### config.mk
export PLATFORM = sky130hd
export DESIGN_NAME = uart_resp_tx_flat
export DESIGN_NICKNAME = d
export VERILOG_FILES = /design/src/rtl/uart_pkg.sv /design/src/rtl/uart_resp_tx_if.sv /design/src/rtl/uart_sync_fifo.sv /design/src/rtl/uart_resp_tx.sv /design/src/flat_wrapper.sv
export SDC_FILE = /design/constraint.sdc
export NUM_CORES = 1
export LEC_CHECK = 0
export ABC_AREA = 1
export CAP_MARGIN = 20
export CORE_UTILIZATION = 55
export DETAILED_ROUTE_END_ITERATION = 12
export PLACE_DENSITY = 0.74
export SLEW_MARGIN = 20
export SYNTH_ARGS = -nofsm -noshare
export SYNTH_HDL_FRONTEND = slang
export SYNTH_SLANG_ARGS = --single-unit
### constraint.sdc
create_clock -name clk -period 2.4 [get_ports clk]
set_clock_uncertainty 0.2 [all_clocks]
set_input_delay 0.72 -clock clk [delete_from_list [all_inputs] [get_ports clk]]
set_output_delay 0.72 -clock clk [all_outputs]
set_load 0.01 [all_outputs]
### src/rtl/uart_pkg.sv
// Shared types and constants for the UART-to-I2C bridge serial paths.
// Holds the transmitter state encoding, the host command bytes and the baud divider helper.
package uart_pkg;

    typedef enum logic [2:0] {
        IDLE   = 3'd0,
        START  = 3'd1,
        DATA   = 3'd2,
        PARITY = 3'd3,
        STOP   = 3'd4
    } tx_state_e;

    localparam logic [7:0] CMD_START   = 8'h53;
    localparam logic [7:0] CMD_STOP    = 8'h50;
    localparam logic [7:0] CMD_READ    = 8'h52;
    localparam logic [7:0] CMD_WRITE   = 8'h57;
    localparam logic [7:0] CMD_GPIO_RD = 8'h49;
    localparam logic [7:0] CMD_GPIO_WR = 8'h4F;
    localparam logic [7:0] CMD_PWR_DN  = 8'h5A;

    // Clocks per serial bit; truncates, so the real rate is never slower than requested.
    function automatic int calc_div(input int clk_hz, input int baud);
        return clk_hz / baud;
    endfunction

endpackage

### src/rtl/uart_resp_tx_if.sv
// Byte push interface into the host-bound UART transmitter.
// The response producer is the master; the transmitter FIFO is the slave.
interface uart_resp_tx_if;
    logic [7:0] wr_data;
    logic       wr_valid;
    logic       wr_ready;

    modport master (output wr_data, output wr_valid, input wr_ready);
    modport slave  (input wr_data, input wr_valid, output wr_ready);
endinterface

### src/rtl/uart_sync_fifo.sv
// Single-clock FIFO shared by the UART TX and RX paths.
// Push when full and pop when empty are ignored; DEPTH must be a power of two.
module uart_sync_fifo #(
    parameter int DEPTH = 16,
    parameter int WIDTH = 8
) (
    input  logic                     clk,
    input  logic                     rst,
    input  logic                     push,
    input  logic                     pop,
    input  logic [WIDTH-1:0]         din,
    output logic [WIDTH-1:0]         dout,
    output logic                     full,
    output logic                     empty,
    output logic [$clog2(DEPTH):0]   count
);

    localparam int AW = $clog2(DEPTH);
    localparam logic [AW:0] DEPTH_CNT = (AW+1)'(DEPTH);

    if ((DEPTH < 2) || ((DEPTH & (DEPTH - 1)) != 0)) begin : g_bad_depth
        $error("uart_sync_fifo: DEPTH must be a power of two and at least 2");
    end

    logic [WIDTH-1:0] mem [DEPTH];
    logic [AW-1:0]    wr_ptr;
    logic [AW-1:0]    rd_ptr;
    logic [AW:0]      cnt;
    logic             do_push;
    logic             do_pop;

    assign full    = (cnt == DEPTH_CNT);
    assign empty   = (cnt == '0);
    assign count   = cnt;
    assign dout    = mem[rd_ptr];
    assign do_push = push && !full;
    assign do_pop  = pop && !empty;

    // Pointers are exactly AW bits wide, so they wrap modulo DEPTH for free.
    always_ff @(posedge clk) begin
        if (rst) begin
            wr_ptr <= '0;
            rd_ptr <= '0;
            cnt    <= '0;
        end else begin
            if (do_push) wr_ptr <= wr_ptr + 1'b1;
            if (do_pop)  rd_ptr <= rd_ptr + 1'b1;
            case ({do_push, do_pop})
                2'b10:   cnt <= cnt + 1'b1;
                2'b01:   cnt <= cnt - 1'b1;
                default: cnt <= cnt;
            endcase
        end
    end

    always_ff @(posedge clk) begin
        if (do_push) mem[wr_ptr] <= din;
    end

endmodule

### src/rtl/uart_resp_tx.sv
// Host-bound UART transmitter: FIFO-buffered response bytes sent 8N1, LSB first.
// Define UART_TX_PARITY_EN to insert an even parity bit between data and stop.
module uart_resp_tx
    import uart_pkg::*;
#(
    parameter int CLK_FREQ_HZ = 50_000_000,
    parameter int BAUD_RATE   = 9600,
    parameter int FIFO_DEPTH  = 16
) (
    input  logic                          clk,
    input  logic                          rst,
    uart_resp_tx_if.slave                 wr,
    output logic                          tx,
    output logic                          busy,
    output logic [$clog2(FIFO_DEPTH):0]   fifo_count,
    output logic                          overflow
);

    localparam int DIV = calc_div(CLK_FREQ_HZ, BAUD_RATE);
    localparam int CW  = (DIV < 2) ? 1 : $clog2(DIV);
    localparam logic [CW-1:0] DIV_LAST = CW'(DIV - 1);

    if (DIV < 2) begin : g_bad_div
        $error("uart_resp_tx: CLK_FREQ_HZ/BAUD_RATE must be at least 2");
    end

    tx_state_e     state_q, state_d;
    logic [CW-1:0] baud_q, baud_d;
    logic [2:0]    bit_q, bit_d;
    logic [7:0]    shift_q, shift_d;
    logic          par_q, par_d;
    logic          tx_d;
    logic          bit_end;

    logic [7:0]    fifo_dout;
    logic          fifo_full;
    logic          fifo_empty;
    logic          fifo_pop;

    uart_sync_fifo #(
        .DEPTH (FIFO_DEPTH),
        .WIDTH (8)
    ) u_fifo (
        .clk   (clk),
        .rst   (rst),
        .push  (wr.wr_valid),
        .pop   (fifo_pop),
        .din   (wr.wr_data),
        .dout  (fifo_dout),
        .full  (fifo_full),
        .empty (fifo_empty),
        .count (fifo_count)
    );

    assign wr.wr_ready = !fifo_full;
    assign busy        = (state_q != IDLE);
    assign bit_end     = (baud_q == DIV_LAST);

    always_comb begin
        state_d  = state_q;
        baud_d   = baud_q + 1'b1;
        bit_d    = bit_q;
        shift_d  = shift_q;
        par_d    = par_q;
        fifo_pop = 1'b0;

        case (state_q)
            IDLE: begin
                baud_d = '0;
                if (!fifo_empty) begin
                    fifo_pop = 1'b1;
                    shift_d  = fifo_dout;
                    par_d    = ^fifo_dout;
                    state_d  = START;
                end
            end
            START: begin
                if (bit_end) begin
                    baud_d  = '0;
                    bit_d   = '0;
                    state_d = DATA;
                end
            end
            DATA: begin
                if (bit_end) begin
                    baud_d = '0;
                    if (bit_q == 3'd7) begin
`ifdef UART_TX_PARITY_EN
                        state_d = PARITY;
`else
                        state_d = STOP;
`endif
                    end else begin
                        bit_d   = bit_q + 1'b1;
                        shift_d = {1'b0, shift_q[7:1]};
                    end
                end
            end
            PARITY: begin
                if (bit_end) begin
                    baud_d  = '0;
                    state_d = STOP;
                end
            end
            STOP: begin
                if (bit_end) begin
                    baud_d = '0;
                    // Chain straight into the next frame so back-to-back bytes leave no idle gap.
                    if (!fifo_empty) begin
                        fifo_pop = 1'b1;
                        shift_d  = fifo_dout;
                        par_d    = ^fifo_dout;
                        state_d  = START;
                    end else begin
                        state_d = IDLE;
                    end
                end
            end
            default: begin
                baud_d  = '0;
                state_d = IDLE;
            end
        endcase

        // tx is registered from the next-state view so the line moves on the same edge as the FSM.
        case (state_d)
            START:   tx_d = 1'b0;
            DATA:    tx_d = shift_d[0];
            PARITY:  tx_d = par_d;
            default: tx_d = 1'b1;
        endcase
    end

    always_ff @(posedge clk) begin
        if (rst) begin
            state_q  <= IDLE;
            baud_q   <= '0;
            bit_q    <= '0;
            shift_q  <= '0;
            par_q    <= 1'b0;
            tx       <= 1'b1;
            overflow <= 1'b0;
        end else begin
            state_q  <= state_d;
            baud_q   <= baud_d;
            bit_q    <= bit_d;
            shift_q  <= shift_d;
            par_q    <= par_d;
            tx       <= tx_d;
            overflow <= overflow | (wr.wr_valid && fifo_full);
        end
    end

endmodule
### src/flat_wrapper.sv
// flat-port wrapper written by rule: the top's interface ports become plain ports
module uart_resp_tx_flat import uart_pkg::*;
#(
    parameter int CLK_FREQ_HZ = 50_000_000,
    parameter int BAUD_RATE   = 9600,
    parameter int FIFO_DEPTH  = 16
)
  (clk, rst, tx, busy, fifo_count, overflow, wr_wr_data, wr_wr_valid, wr_wr_ready);
  uart_resp_tx_if wr_i ();
  input  logic clk;
  input  logic rst;
  output logic tx;
  output logic busy;
  output logic [$clog2(FIFO_DEPTH):0] fifo_count;
  output logic overflow;
  input wire logic [$bits(wr_i.wr_data)-1:0] wr_wr_data;
  input wire logic [$bits(wr_i.wr_valid)-1:0] wr_wr_valid;
  output wire logic [$bits(wr_i.wr_ready)-1:0] wr_wr_ready;
  assign wr_i.wr_data = wr_wr_data;
  assign wr_i.wr_valid = wr_wr_valid;
  assign wr_wr_ready = wr_i.wr_ready;
  uart_resp_tx #(.CLK_FREQ_HZ(CLK_FREQ_HZ), .BAUD_RATE(BAUD_RATE), .FIFO_DEPTH(FIFO_DEPTH)) u_core (.clk(clk), .rst(rst), .wr(wr_i), .tx(tx), .busy(busy), .fifo_count(fifo_count), .overflow(overflow));
endmodule
==> metrics.cfg <==
[routing]
dr_wl_met2_mm=8.45
wl_met3_mm=1.25
detail_route.vias_per_cell=5.32
drt_pass1_iterations=5
highest_layer_used_for_signal_routing=met4
ant_nets=0
vias=6061
post_drt_wl_per_cell_um=15.4
drtIter0Drc=513
drc=0
detail_route.wirelength_mm=17.5
wl_met1_mm=7.36

[setup_path]
worstPathCellList=buf_4, clkdlybuf4s50_1
setup.worst_path.class=reg2out
timing.critical_path.to_type=output port
reg2reg_to=u_core.u_fifo.count[4]
crit_path_max_fanout=4
worstRegToRegCells=16
critPathRequiredTime_ns=1.48
ff2ff_setup_slack_ns=0.15
r2r-start=u_core.baud_q[0]
worst_setup_path_start_kind=flip-flop
slowest_delay_ns=0.53
timing.critical_path.slowest_stage_cell=sky130_fd_sc_hd__clkdlybuf4s50_1
worst-endpoint-arrival_ns=1.42

[layout]
design_area_mm2=0.00940
finish.utilization_pct=66.9
drive_gt1_share_pct=14.5
final.fill_count=1077
register_area_mm2=0.00480
multiInputGateArea_mm2=0.00264
layout-area-overhead-vs-synth_pct=17.6
layout.nets=968
antenna_cells_inserted=0
finalNonFillerCells=1140

[sta]
post-route-worst-setup-slack_ns=0.0613
fin_setup_tns_ns=0
final-setup-viol-count=0
post-route-min-period_ns=2.34
final.period_utilization_pct=97.4
slew-limit-headroom_pct=65.4
fmax_mhz=428
rsz_0062_raised_after_global_routing=true
hold_ws_ns=0.259
worst_pin_slew_ns=0.519
slew_violations=0
finalHoldViolations=0

[min_path]
class_of_the_most_critical_hold_timing_path=reg2reg
worstHoldStart=u_core.bit_q[0]
timing.hold.worst_endpoint=u_core.bit_q[0]
whs_path_depth=1

[global_route]
number_of_antenna_violations_at_the_first_check_in_global_routing=0
grt_use_total_pct=24.8
gr-total-overflow=0
grt_first_pass_wirelength_mm=27.5
via_count_of_the_first_global_routing_pass=5617
grt_start_max_net_pins=41

[clock_tree]
worst_setup_hold_path_clk_slew_ns=0.06
clk_latency_ns=0.43
cts-buffers-inserted=17
clock_tree.root_cell=sky130_fd_sc_hd__clkbuf_16
cts.sink_count=175
cts_tree=done
cts.path.max_buffers=2
post_cts_hold_buffer_count=0
ctsHtreeMaxLevel=4

[synth]
synthesis.area_mm2=0.00799
syn-instance-count=880
synthesis.nets=901
post_synthesis_sequential_area_ratio_pct=59.9
synthesis.yosys.warnings=0
synth.distinct_cells=39
synth.ff_latch_count=175
syn_area_per_cell_um2=9.08

[floorplan]
floorplan.rows=43
fp.dieArea_mm2=0.0150
floorplan_die_height_um=123
die_width_um=123
io_pins=20
start_util_pct=56.9
fp.coreArea_mm2=0.0140

[place]
pre_cts_slack_ns=-0.249
detailed_place_hpwl_mm=11.5
dpl.cell_count=1105
gp_congestion=0.847
placement.cell_area_mm2=0.00868
port_buffers=19

[outcome]
run_status=completed

[pwr]
cellLeakagePower_nw=4.03
irDropWorstVdd_mv=0.605
power_per_cell_area_mw_per_mm2=1010
total_power_mw=9.53

[job]
max_cap_violations=0

## critical path: cells and delay by family (launching register included)
family / cells / cell delay (ns)
DFF: 1 / 0.33
buffers and inverters: 2 / 0.66
## cells in the final DEF (no fill, tap or decap), types with 5 or more instances in the layout
| cell | instances |
|---|---|
| sky130_fd_sc_hd__inv_2 | 11 |
| sky130_fd_sc_hd__clkdlybuf4s50_1 | 14 |
| sky130_fd_sc_hd__clkbuf_16 | 18 |
| sky130_fd_sc_hd__edfxtp_1 | 128 |
| sky130_fd_sc_hd__nand3_1 | 85 |
| sky130_fd_sc_hd__dfxtp_1 | 42 |
| sky130_fd_sc_hd__a22oi_1 | 5 |
| sky130_fd_sc_hd__nand2_1 | 279 |
| sky130_fd_sc_hd__nor2_1 | 64 |
| sky130_fd_sc_hd__inv_1 | 103 |
| sky130_fd_sc_hd__buf_4 | 52 |
| sky130_fd_sc_hd__nor3_1 | 10 |
| sky130_fd_sc_hd__nand3_2 | 5 |
| sky130_fd_sc_hd__ha_1 | 7 |
| sky130_fd_sc_hd__o21ai_0 | 22 |
| sky130_fd_sc_hd__nand2_2 | 11 |
| sky130_fd_sc_hd__a21oi_1 | 31 |
## cells in the mapped netlist
cell type / instances / area (um2)
sky130_fd_sc_hd__or4_1: 1 / 7.51
sky130_fd_sc_hd__xnor2_1: 3 / 26.3
sky130_fd_sc_hd__nand2_4: 1 / 11.3
sky130_fd_sc_hd__nand3_1: 89 / 445
sky130_fd_sc_hd__xor2_1: 4 / 35.0
sky130_fd_sc_hd__clkbuf_1: 4 / 15.0
sky130_fd_sc_hd__nand4_1: 4 / 25.0
sky130_fd_sc_hd__nor2_1: 67 / 251
sky130_fd_sc_hd__buf_4: 4 / 30.0
sky130_fd_sc_hd__buf_2: 10 / 50.1
sky130_fd_sc_hd__buf_6: 8 / 90.1
sky130_fd_sc_hd__o211ai_2: 2 / 25.0
sky130_fd_sc_hd__o22ai_1: 1 / 6.26
sky130_fd_sc_hd__nand2_2: 7 / 43.8
sky130_fd_sc_hd__and3_1: 1 / 6.26
sky130_fd_sc_hd__inv_2: 10 / 37.5
sky130_fd_sc_hd__a22oi_1: 5 / 37.5
sky130_fd_sc_hd__nor3_1: 10 / 50.1
sky130_fd_sc_hd__inv_1: 104 / 390
sky130_fd_sc_hd__a221oi_1: 1 / 8.76
sky130_fd_sc_hd__nand2_1: 283 / 1060
sky130_fd_sc_hd__nor4_1: 3 / 18.8
sky130_fd_sc_hd__edfxtp_1: 128 / 3840
sky130_fd_sc_hd__nand3_2: 1 / 10.0
sky130_fd_sc_hd__dfxtp_1: 47 / 941
sky130_fd_sc_hd__ha_1: 10 / 125
sky130_fd_sc_hd__or2_2: 1 / 6.26
sky130_fd_sc_hd__buf_8: 1 / 15.0
sky130_fd_sc_hd__o21a_1: 3 / 22.5
sky130_fd_sc_hd__or2_1: 1 / 6.26
sky130_fd_sc_hd__o21ai_0: 24 / 120
sky130_fd_sc_hd__buf_1: 2 / 7.51
sky130_fd_sc_hd__nor3_2: 1 / 10.0
sky130_fd_sc_hd__a21oi_1: 32 / 160
sky130_fd_sc_hd__nor2_2: 2 / 12.5
sky130_fd_sc_hd__o211ai_1: 2 / 15.0
sky130_fd_sc_hd__nor3b_1: 1 / 7.51
sky130_fd_sc_hd__inv_6: 1 / 8.76
sky130_fd_sc_hd__a31oi_1: 1 / 6.26
## worst max-delay path by stage
| stage | startpoint | end | slack (ns) | cells after the start |
|---|---|---|---|---|
| finish | u_core.u_fifo.count[1] | fifo_count[1] | 0.06 | 2 |
| global route | flip-flop | u_core.tx | -0.03 | 16 |
| CTS | u_core.u_fifo.count[3] | wr_wr_ready | 0.008 | 5 |
| detailed placement | wr_wr_valid | u_core.u_fifo.count[4] | -0.25 | 13 |
| global placement | wr_wr_valid | u_core.u_fifo.count[4] | -0.23 | 13 |
| floorplan | u_core.baud_q[1] | u_core.u_fifo.count[4] | 0.01 | 18 |
## registers in the layout (all words and copies together) (netlist names), named ones only
name                  count
u_core.par_q              1
u_core.overflow           1
u_core.u_fifo.count       5
u_core.shift_q            8
u_core.baud_q            13
u_core.u_fifo.wr_ptr      4
u_core.bit_q              3
u_core.tx                 1
u_core.state_q            3
u_core.u_fifo.rd_ptr      4
u_core.u_fifo.mem       128
## power breakdown
part	switching (mW)	total [mW]	internal, mW
Combinational	2.03	3.24	1.22
Clock	1.18	2.72	1.54
Sequential	0.118	3.57	3.45
Total	3.33	9.53	6.21
## area by class of cell
class	count	share of cell area, %
Sequential cell	175	51.0
Timing Repair Buffer	77	7.47
Tap cell	180	2.40
Clock inverter	12	1.31
Inverter	115	4.67
Clock buffer	20	4.97
Multi-Input combinational cell	561	28.1
## kinds of logic after synthesis
logic type,count (synthesis),share of synthesized area (%)
compound gates,71,5.03
xor+xnor,7,0.767
fa+ha+maj,10,1.57
buf+inv,144,8.06
flops,175,59.9
simple gates,473,24.7
## repair_timing
action / 4_1_cts / 5_1_grt
resized for setup: 6 / 26
buffers inserted: 0 / 2
cloned: 0 / 1
endpoints found under the setup margin: 2 / 10
pin swaps: 3 / 11
## per-layer routing
layer	vias to the layer above	track usage, %
met5	-	0
met4	0	11.4
met3	40	4.83
met2	233	40.2
met1	2783	32.2
li1	3005	-
No activity file was read; power rests on OpenSTA's default activity.
